### src/rtl/fetch_ctrl_pkg.sv
// Shared types and constants for the fetch-stage PC sequencer.
// Holds the fetch FSM state encoding, the ibus request/response shapes and
// the F/D payload, plus the sequential-PC helper.
package fetch_ctrl_pkg;

   localparam logic [63:0] DEFAULT_RESET_PC = 64'h0000_0000_8000_0000;
   localparam int unsigned DEFAULT_PC_STEP  = 32'd4;
   // Hold-buffer payload: {misalign, pc[63:0], raw_instr[31:0]}
   localparam int unsigned HOLD_W           = 32'd97;

   typedef enum logic [1:0] {
      REQ  = 2'd0,
      DROP = 2'd1,
      HOLD = 2'd2
   } fetch_state_t;

   typedef struct packed {
      logic        valid;
      logic [63:0] addr;
   } ibus_req_t;

   typedef struct packed {
      logic        data_ok;
      logic [31:0] data;
   } ibus_resp_t;

   typedef struct packed {
      logic [63:0] pc;
      logic [31:0] raw_instr;
      logic        valid;
   } fetch_data_t;

   // Sequential PC; wraps modulo 2^64 without any flag.
   function automatic logic [63:0] pc_add(input logic [63:0] pc, input logic [63:0] step);
      return pc + step;
   endfunction

endpackage

### src/rtl/fetch_ctrl_hold_buf.sv
// One-entry skid register that parks a returned instruction while decode stalls.
// Clear takes priority over load so a redirect always empties the entry.
module fetch_ctrl_hold_buf #(
   parameter int unsigned W = 32'd8
) (
   input  logic         clk,
   input  logic         resetn,
   input  logic         i_load,
   input  logic         i_clear,
   input  logic [W-1:0] i_data,
   output logic         o_valid,
   output logic [W-1:0] o_data
);

   logic         r_valid;
   logic [W-1:0] r_data;

   // Entry register: synchronous active-low reset, clear wins over load.
   always_ff @(posedge clk) begin
      if (!resetn) begin
         r_valid <= 1'b0;
         r_data  <= '0;
      end else if (i_clear) begin
         r_valid <= 1'b0;
         r_data  <= '0;
      end else if (i_load) begin
         r_valid <= 1'b1;
         r_data  <= i_data;
      end
   end

   assign o_valid = r_valid;
   assign o_data  = r_data;

endmodule

### src/rtl/fetch_ctrl.sv
// Fetch-stage PC sequencer and ibus controller.
// Keeps the ibus request stable until data_ok, parks redirects that arrive
// mid-transaction (DROP) and skids one instruction while decode stalls (HOLD).
// Optional build macro FETCH_MISALIGN_CHECK_EN adds the misalign output and
// suppresses bus requests for PCs with pc[1:0] != 0.
module fetch_ctrl
   import fetch_ctrl_pkg::*;
#(
   parameter logic [63:0] RESET_PC = DEFAULT_RESET_PC,
   parameter int unsigned PC_STEP  = DEFAULT_PC_STEP
) (
   input  logic        clk,
   input  logic        resetn,
   output ibus_req_t   ireq,
   input  ibus_resp_t  iresp,
   input  logic        stall,
   input  logic        redirect_valid,
   input  logic [63:0] redirect_pc,
   output fetch_data_t dataF,
`ifdef FETCH_MISALIGN_CHECK_EN
   output logic        misalign,
`endif
   output logic        fetch_busy
);

   localparam logic [63:0] STEP_64 = 64'(PC_STEP);

   fetch_state_t r_state, w_next_state;
   logic [63:0]  r_pc, w_next_pc;
   logic [63:0]  r_redir_tgt, w_next_tgt;
   logic         r_redir_pend, w_next_pend;

   logic              w_pc_misaligned;
   logic              w_misalign;
   fetch_data_t       w_data;
   logic              w_hb_load, w_hb_clear, w_hb_valid;
   logic [HOLD_W-1:0] w_hb_din, w_hb_q;
   logic              w_hb_mis;

`ifdef FETCH_MISALIGN_CHECK_EN
   assign w_pc_misaligned = (r_pc[1:0] != 2'b00);
`else
   assign w_pc_misaligned = 1'b0;
`endif

   // Whatever is being presented on dataF is what gets parked on a stall.
   assign w_hb_din = {w_misalign, w_data.pc, w_data.raw_instr};
   assign w_hb_mis = w_hb_q[HOLD_W-1];

   fetch_ctrl_hold_buf #(.W(HOLD_W)) u_hold_buf (
      .clk     (clk),
      .resetn  (resetn),
      .i_load  (w_hb_load),
      .i_clear (w_hb_clear),
      .i_data  (w_hb_din),
      .o_valid (w_hb_valid),
      .o_data  (w_hb_q)
   );

   // State, PC and pending-redirect registers.
   always_ff @(posedge clk) begin
      if (!resetn) begin
         r_state      <= REQ;
         r_pc         <= RESET_PC;
         r_redir_tgt  <= 64'h0;
         r_redir_pend <= 1'b0;
      end else begin
         r_state      <= w_next_state;
         r_pc         <= w_next_pc;
         r_redir_tgt  <= w_next_tgt;
         r_redir_pend <= w_next_pend;
      end
   end

   // Next-state, bus request and fetch output; redirect outranks stall everywhere.
   always_comb begin
      w_next_state = r_state;
      w_next_pc    = r_pc;
      w_next_tgt   = r_redir_tgt;
      w_next_pend  = r_redir_pend;
      w_hb_load    = 1'b0;
      w_hb_clear   = 1'b0;
      w_misalign   = 1'b0;
      w_data       = '0;
      ireq         = '0;
      case (r_state)
         REQ: begin
            if (w_pc_misaligned) begin
               // No bus access: report the bad PC until a redirect replaces it.
               if (redirect_valid) begin
                  w_next_pc = redirect_pc;
               end else begin
                  w_data     = '{pc: r_pc, raw_instr: 32'h0, valid: 1'b1};
                  w_misalign = 1'b1;
                  if (stall) begin
                     w_hb_load    = 1'b1;
                     w_next_state = HOLD;
                  end else begin
                     w_next_state = REQ;
                  end
               end
            end else begin
               ireq.valid = 1'b1;
               ireq.addr  = r_pc;
               if (redirect_valid) begin
                  if (iresp.data_ok) begin
                     // Returned word belongs to the wrong path: drop it.
                     w_next_pc = redirect_pc;
                  end else begin
                     // Address must stay stable; finish the access first.
                     w_next_tgt   = redirect_pc;
                     w_next_pend  = 1'b1;
                     w_next_state = DROP;
                  end
               end else if (iresp.data_ok) begin
                  w_data = '{pc: r_pc, raw_instr: iresp.data, valid: 1'b1};
                  if (stall) begin
                     w_hb_load    = 1'b1;
                     w_next_state = HOLD;
                  end else begin
                     w_next_pc = pc_add(r_pc, STEP_64);
                  end
               end else begin
                  w_next_state = REQ;
               end
            end
         end
         DROP: begin
            ireq.valid = 1'b1;
            ireq.addr  = r_pc;
            if (redirect_valid) begin
               w_next_tgt = redirect_pc;
            end else begin
               w_next_tgt = r_redir_tgt;
            end
            if (iresp.data_ok) begin
               if (redirect_valid) begin
                  w_next_pc = redirect_pc;
               end else if (r_redir_pend) begin
                  w_next_pc = r_redir_tgt;
               end else begin
                  w_next_pc = r_pc;
               end
               w_next_pend  = 1'b0;
               w_next_state = REQ;
            end else begin
               w_next_state = DROP;
            end
         end
         HOLD: begin
            if (redirect_valid) begin
               w_hb_clear   = 1'b1;
               w_next_pc    = redirect_pc;
               w_next_state = REQ;
            end else begin
               w_data     = '{pc: w_hb_q[95:32], raw_instr: w_hb_q[31:0], valid: w_hb_valid};
               w_misalign = w_hb_mis;
               if (!stall) begin
                  w_hb_clear   = 1'b1;
                  // A parked misalign report does not advance; it repeats until redirected.
                  if (w_hb_mis) begin
                     w_next_pc = r_pc;
                  end else begin
                     w_next_pc = pc_add(r_pc, STEP_64);
                  end
                  w_next_state = REQ;
               end else begin
                  w_next_state = HOLD;
               end
            end
         end
         default: begin
            w_next_state = REQ;
         end
      endcase
   end

   assign dataF      = resetn ? w_data : '0;
   assign fetch_busy = ireq.valid;
`ifdef FETCH_MISALIGN_CHECK_EN
   assign misalign   = resetn & w_misalign;
`endif

endmodule
### config.mk
export PLATFORM = sky130hd
export DESIGN_NAME = fetch_ctrl
export DESIGN_NICKNAME = d
export VERILOG_FILES = /design/src/rtl/fetch_ctrl_pkg.sv /design/src/rtl/fetch_ctrl_hold_buf.sv /design/src/rtl/fetch_ctrl.sv
export SDC_FILE = /design/constraint.sdc
export NUM_CORES = 1
export LEC_CHECK = 0
export ABC_CLOCK_PERIOD_IN_PS = 4800
export BUFFER_PORTS_ARGS = -buffer_cell sky130_fd_sc_hd__buf_2
export CAP_MARGIN = 20
export CELL_PAD_IN_SITES_DETAIL_PLACEMENT = 1
export CELL_PAD_IN_SITES_GLOBAL_PLACEMENT = 2
export CORE_UTILIZATION = 33
export CTS_BUF_LIST = sky130_fd_sc_hd__clkbuf_2
export CTS_CLUSTER_DIAMETER = 100
export CTS_CLUSTER_SIZE = 40
export DETAILED_ROUTE_END_ITERATION = 6
export PLACE_DENSITY = 0.94
export RECOVER_POWER = 50
export SKIP_CTS_REPAIR_TIMING = 1
export SLEW_MARGIN = 30
export SYNTH_ARGS = -nofsm -noshare
export SYNTH_HDL_FRONTEND = slang
export SYNTH_SLANG_ARGS = --single-unit
### constraint.sdc
create_clock -name clk -period 4.8 [get_ports clk]
set_clock_uncertainty 0.15 [all_clocks]
set_input_delay 0.48 -clock clk [delete_from_list [all_inputs] [get_ports clk]]
set_output_delay 0.48 -clock clk [all_outputs]
set_load 0.02 [all_outputs]
After elaboration in Yosys (flattened, before gate mapping):

Cells that the tools add are included.
W data, S select, Z words.

* multiplexer cells: 42
* reduce and logical (&&, ||, !) cells: 10
* $add $sub $neg: 1
* eq/ne operators: 14
* bitwise operators: 1

Operator list (number)
* $mux W64: 13
* $mux W97: 4
* $pmux W97 S2: 1
* $pmux W64 S3: 1
* $pmux W64 S2: 1
* $mux W65: 1
* $add A64 B3 Y64 const B: 1
* $ne A3 B3 Y1 const B: 6
* $mux W1: 13
* $mux W2: 6
* $ne A2 B2 Y1 const B: 6
* $reduce_and A4 Y1: 2
* $reduce_and A7 Y1: 1
* $pmux W2 S3: 1
* $reduce_and A2 Y1: 2
* $reduce_or A2 Y1: 2
* $reduce_bool A3 Y1: 1
* $eq A2 B1 Y1 const B: 1
* $eq A2 B2 Y1 const B: 1
* $logic_not A2 Y1: 1
* $pmux W1 S2: 1
* $reduce_bool A2 Y1: 1
* $not A1 Y1: 1

* bits in registers: 229
* output and inout bits: 163

Depth between registers and ports, before layout:

* depth after elaboration: 5
* mapped depth: 10
* mapped depth without buffers: 7

Cells and area by module:

A second synthesis with hierarchy kept.

* cell total of the unflattened synthesis: 1678
* area, all modules: 13066.3 µm²

By module, submodules not included
* fetch_ctrl: area an instance 9601.7 µm², cells an instance 1361, sequential area each 2622.5 µm², times used 1
* fetch_ctrl_hold_buf: area an instance 3464.6 µm², cells an instance 317, sequential area each 1961.9 µm², times used 1

Worst setup path after synthesis:

Ideal clock, no wire load.

* kind: reg-to-reg
* start point: reg r_pc[26]
* end point: reg r_pc[58]
* buffers on the path: 3
* library setup time: 0.119 ns
* data required time: 4.531 ns
* arrival: 2.580 ns
* path slack: 1.951 ns
* cell stages (with the launch flop): 10
* cell sequence: dfxtp_1 > clkbuf_1 > nand3_1 > or4_1 > buf_2 > or4_4 > buf_6 > or3_1 > o221a_1 > o221a_1

* word-level cells in the longest chain between the ends: 5
* elaborated cells on any way between the ends: 8
* classes of those cells: add/sub (1); mux (7)

RTL lines
* start: declaration: RTL line fetch_ctrl.sv:29 `logic [63:0] r_pc, w_next_pc;`
* start signal: assignment: RTL line fetch_ctrl.sv:69 `r_pc <= w_next_pc;`
* $add A64 B3 Y64 (*): RTL line fetch_ctrl_pkg.sv:35 `return pc + step;`
* $mux W64, on equally long branches: RTL line fetch_ctrl.sv:161, fetch_ctrl.sv:117
* $mux W64, on equally long branches: RTL line fetch_ctrl.sv:158, fetch_ctrl.sv:115
* $mux W64, on equally long branches: RTL line fetch_ctrl.sv:151, fetch_ctrl.sv:105
* $pmux W64 S3 (*): RTL line fetch_ctrl.sv:86 `case (r_state)`

Every way passes the cells marked *; elsewhere a longest branch is shown, timed or not. The select of a mux whose other input is x is not followed.
A chain may end at the register's enable or synchronous reset.

Worst setup path after layout:

* start point: reg r_state[1]
* end point: reg u_hold_buf.r_data[5] (netlist: u_hold_buf.o_data[5])

* word-level cells in the longest chain between the ends: 3
* elaborated cells on any way between the ends: 6
* classes of those cells: eq/ne (1); mux (3); reduce/logical (2)

RTL lines
* start: declaration: RTL line fetch_ctrl.sv:28 `fetch_state_t r_state, w_next_state;`
* start signal: assignment: RTL line fetch_ctrl.sv:68 `r_state <= w_next_state;`
* $eq A2 B2 Y1: RTL line fetch_ctrl.sv:86
* $mux W1: RTL line fetch_ctrl.sv:86
* $reduce_or A2 Y1 (no source line)
* end signal: assignment: RTL line fetch_ctrl_hold_buf.sv:28 `r_data <= i_data;`
* end: declaration: RTL line fetch_ctrl_hold_buf.sv:16 `logic [W-1:0] r_data;`

Parallel ways exist; a longest one is shown, timed or not.

==> results.sh <==
export IMPL_status="complete, but fails checks"
export IMPL_violations="capacitance limit, slew limit"
export IMPL_multiInputGateArea_mm2=0.00707
export IMPL_yosysMostFrequentCell="nand2_1"
export IMPL_synthTopCellsByArea="dfxtp_1 (37%), nand2_1 (13%), a21oi_1 (7.4%), a22oi_1 (5.9%), clkbuf_1 (4.8%)"
export IMPL_drt_iter0_drc=1074
export IMPL_place_area_mm2=0.0138
export IMPL_drv_slew=157
export IMPL_maxCapViolations=4
export IMPL_stdcell_count=2481
export IMPL_yosys_register_bits=228
export IMPL_reg2reg_from="r_state[1]"
export IMPL_slew_headroom_pct=-22.6
export IMPL_grt_max_degree=98
export IMPL_period_share_pct=92.4
export IMPL_powerDensity_mw_per_mm2=249
export IMPL_regArea_mm2=0.00457
export IMPL_ys_warn_count=0
export IMPL_synth_top_cell_by_area="dfxtp_1"
export IMPL_cts_sinks=228
export IMPL_worst_slew_pin_slew_ns=1.84
export IMPL_port_buffers=263
export IMPL_io_pins=264
export IMPL_h_tree_depth=1
export IMPL_synth_area_mm2=0.0123
export IMPL_grt_setup_unrepaired="no"
export IMPL_clk_pin_slew_worst_paths_ns=0.61
export IMPL_crit_arrival_ns=5.26
export IMPL_synth_cell_types=64
export IMPL_synth_main_ff_cell="dfxtp_1"
export IMPL_nNetsFinal=2107
export IMPL_die_y_um=195
export IMPL_wl_um=52500
export IMPL_gp_congestion=0.918
export IMPL_core_mm2=0.0367
export IMPL_rrSetupSlack_ns=0.37
export IMPL_via_per_inst=5.72
export IMPL_cp_startpoint="r_state[1]"
export IMPL_syn_num_nets=1867
export IMPL_gr_usage_met2_pct=44.4
export IMPL_grtUsageMet3_pct=3.44
export IMPL_pre_cts_ws_ns=1.52
export IMPL_p_leak_nw=5.68
export IMPL_start_kind="register"
export IMPL_layout_min_cycle_time_ns=4.43
export IMPL_dp_cells=2335
export IMPL_async_flop_share_pct=0
export IMPL_area_growth_syn_to_layout_pct=22.7
export IMPL_setup_tns_ns=0
export IMPL_first_pass_iters=7
export IMPL_grt_pass1_wl_um=77800
export IMPL_synth_edf_count=0
export IMPL_drc=0
export IMPL_netlist_instances=1765
export IMPL_ys_top_cells_by_count="nand2_1 (431), dfxtp_1 (228), a21oi_1 (181), clkbuf_1 (158), nor2_1 (153)"
export IMPL_cts_buffer_depth=3
export IMPL_avgSynthCellArea_um2=6.98
export IMPL_min_from="redirect_pc[54]"
export IMPL_die_w_um=195
export IMPL_vdd_drop_max_v=0.000168
export IMPL_met1_usage_pct=31.9
export IMPL_gr_usage_all_layers_pct=25.4
export IMPL_postRouteAntennaNets=0
export IMPL_fill_cells=4681
export IMPL_path_class="reg2reg"
export IMPL_crit_fanout=47
export IMPL_post_route_cell_area_mm2=0.0151
export IMPL_hpwl_um=34200
export IMPL_yosysSeqAreaShare_pct=37.0
export IMPL_worstSkewPairLatency_ns=1.01
export IMPL_die_area_mm2=0.0381
export IMPL_hp_class="in2reg"
export IMPL_vias=14201
export IMPL_cts_root_buf="clkbuf_2"
export IMPL_synth_top_area_share_pct=37.0
export IMPL_p_total_w=0.00376
export IMPL_cp_end_kind="register"
export IMPL_cts_tree="yes"
export IMPL_timing_final_ws_setup_ns=0.365
export IMPL_grt_overflow_total=0
export IMPL_first_global_vias=13523
export IMPL_hold_viol=0
export IMPL_drive_gt1_share_pct=14.5
export IMPL_post_drt_wl_per_cell_um=21.2
export IMPL_rows=70
export IMPL_cts_buffers=12
export IMPL_start_util_pct=33.6
export IMPL_required_ns=5.62
export IMPL_fmax_ghz=0.226
export IMPL_setup_violations=0
export IMPL_antenna_found_initial=3
export IMPL_busiest_layer="met2"
## cell families after synthesis
family,after synthesis,synth area share (%)
AND/OR/NAND/NOR,817,29.4
AO/OA/AOI/OAI,521,26.9
flip-flops,228,37.0
buffers and inverters,190,5.95
XOR/XNOR,6,0.426
multiplexers,2,0.162
adder cells (fa/ha/maj),1,0.102
## per-layer routing
metal | share of wire, % | vias up | routed length, um
met2 | 50 | 450 | 26100
met3 | 5.0 | 101 | 2640
met5 | 0.025 | - | 13
li1 | - | 6596 | -
met4 | 3.8 | 2 | 2010
met1 | 41 | 7052 | 21700
## area by class of cell
cell class / instances / area share [%]
diodes: 2 / 0.0331
clock buffers: 14 / 0.463
clock inverters: 6 / 0.587
inverters: 7 / 0.190
multi-input cells: 1347 / 46.7
flip-flops and latches: 228 / 30.2
well taps: 468 / 3.87
repair buffers: 409 / 17.9
## sequential cells by signal (all words and copies together) (netlist names)
| register | flops |
|---|---|
| r_pc | 64 |
| r_redir_pend | 1 |
| r_redir_tgt | 64 |
| r_state | 2 |
| u_hold_buf.o_data | 96 |
| u_hold_buf.o_valid | 1 |
## power breakdown
| group | total [W] | switching, W | internal [W] |
|---|---|---|---|
| sequential | 0.00215 | 0.000142 | 0.00201 |
| clock | 0.000823 | 0.000701 | 0.000121 |
| combinational | 0.000789 | 0.000497 | 0.000291 |
## placed cells by master (no fill, tap or decap), drive strengths merged, types with 3 or more instances in the layout
| cell | n |
|---|---|
| a22oi | 97 |
| clkbuf | 44 |
| dfxtp | 228 |
| clkinv | 6 |
| or3 | 8 |
| dlygate4sd3 | 124 |
| a311oi | 4 |
| nand4 | 26 |
| a21boi | 48 |
| nand3 | 41 |
| xor2 | 5 |
| a211oi | 19 |
| nor2 | 153 |
| buf | 255 |
| nor3 | 20 |
| nor4 | 14 |
| a31oi | 10 |
| a21oi | 181 |
| o22ai | 9 |
| or2 | 4 |
| o221a | 3 |
| a221oi | 4 |
| or4 | 10 |
| o21ai | 75 |
| and3 | 21 |
| inv | 7 |
| a211o | 5 |
| o311ai | 6 |
| o31a | 5 |
| o21a | 3 |
| nand2b | 3 |
| a21o | 4 |
| o221ai | 3 |
| o211ai | 30 |
| and4 | 4 |
| nand2 | 431 |
| and2 | 10 |
| nor2b | 65 |
## worst paths after layout
check	depth (start not counted)	endpoint
hold / removal	4	r_redir_tgt[54]
hold reg to reg	2	u_hold_buf.o_data[17]
setup / recovery	8	u_hold_buf.o_data[5]
setup reg to reg	8	u_hold_buf.o_data[5]
## metrics by stage
| step | utilization [%] | hold WS (ns) |
|---|---|---|
| 2_1_floorplan | - | 0.282 |
| 3_3_place_gp | 37.5 | 0.288 |
| 3_5_place_dp | 37.6 | 0.297 |
| 4_1_cts | 38.1 | -0.606 |
| 5_1_grt | 41.2 | 0.0331 |
| 6_report | 41.2 | 0.0757 |
## critical path, stage by stage, from the launching register on
cell           delay (ns)
dfxtp_2              0.66
clkinv_1             0.30
nand2_1              0.14
nor3_1               0.23
buf_4                0.44
and2_1               1.45
nand2_1              0.18
dlygate4sd3_1        0.66
a21oi_1              0.19
(Power assumes the default switching activity.)
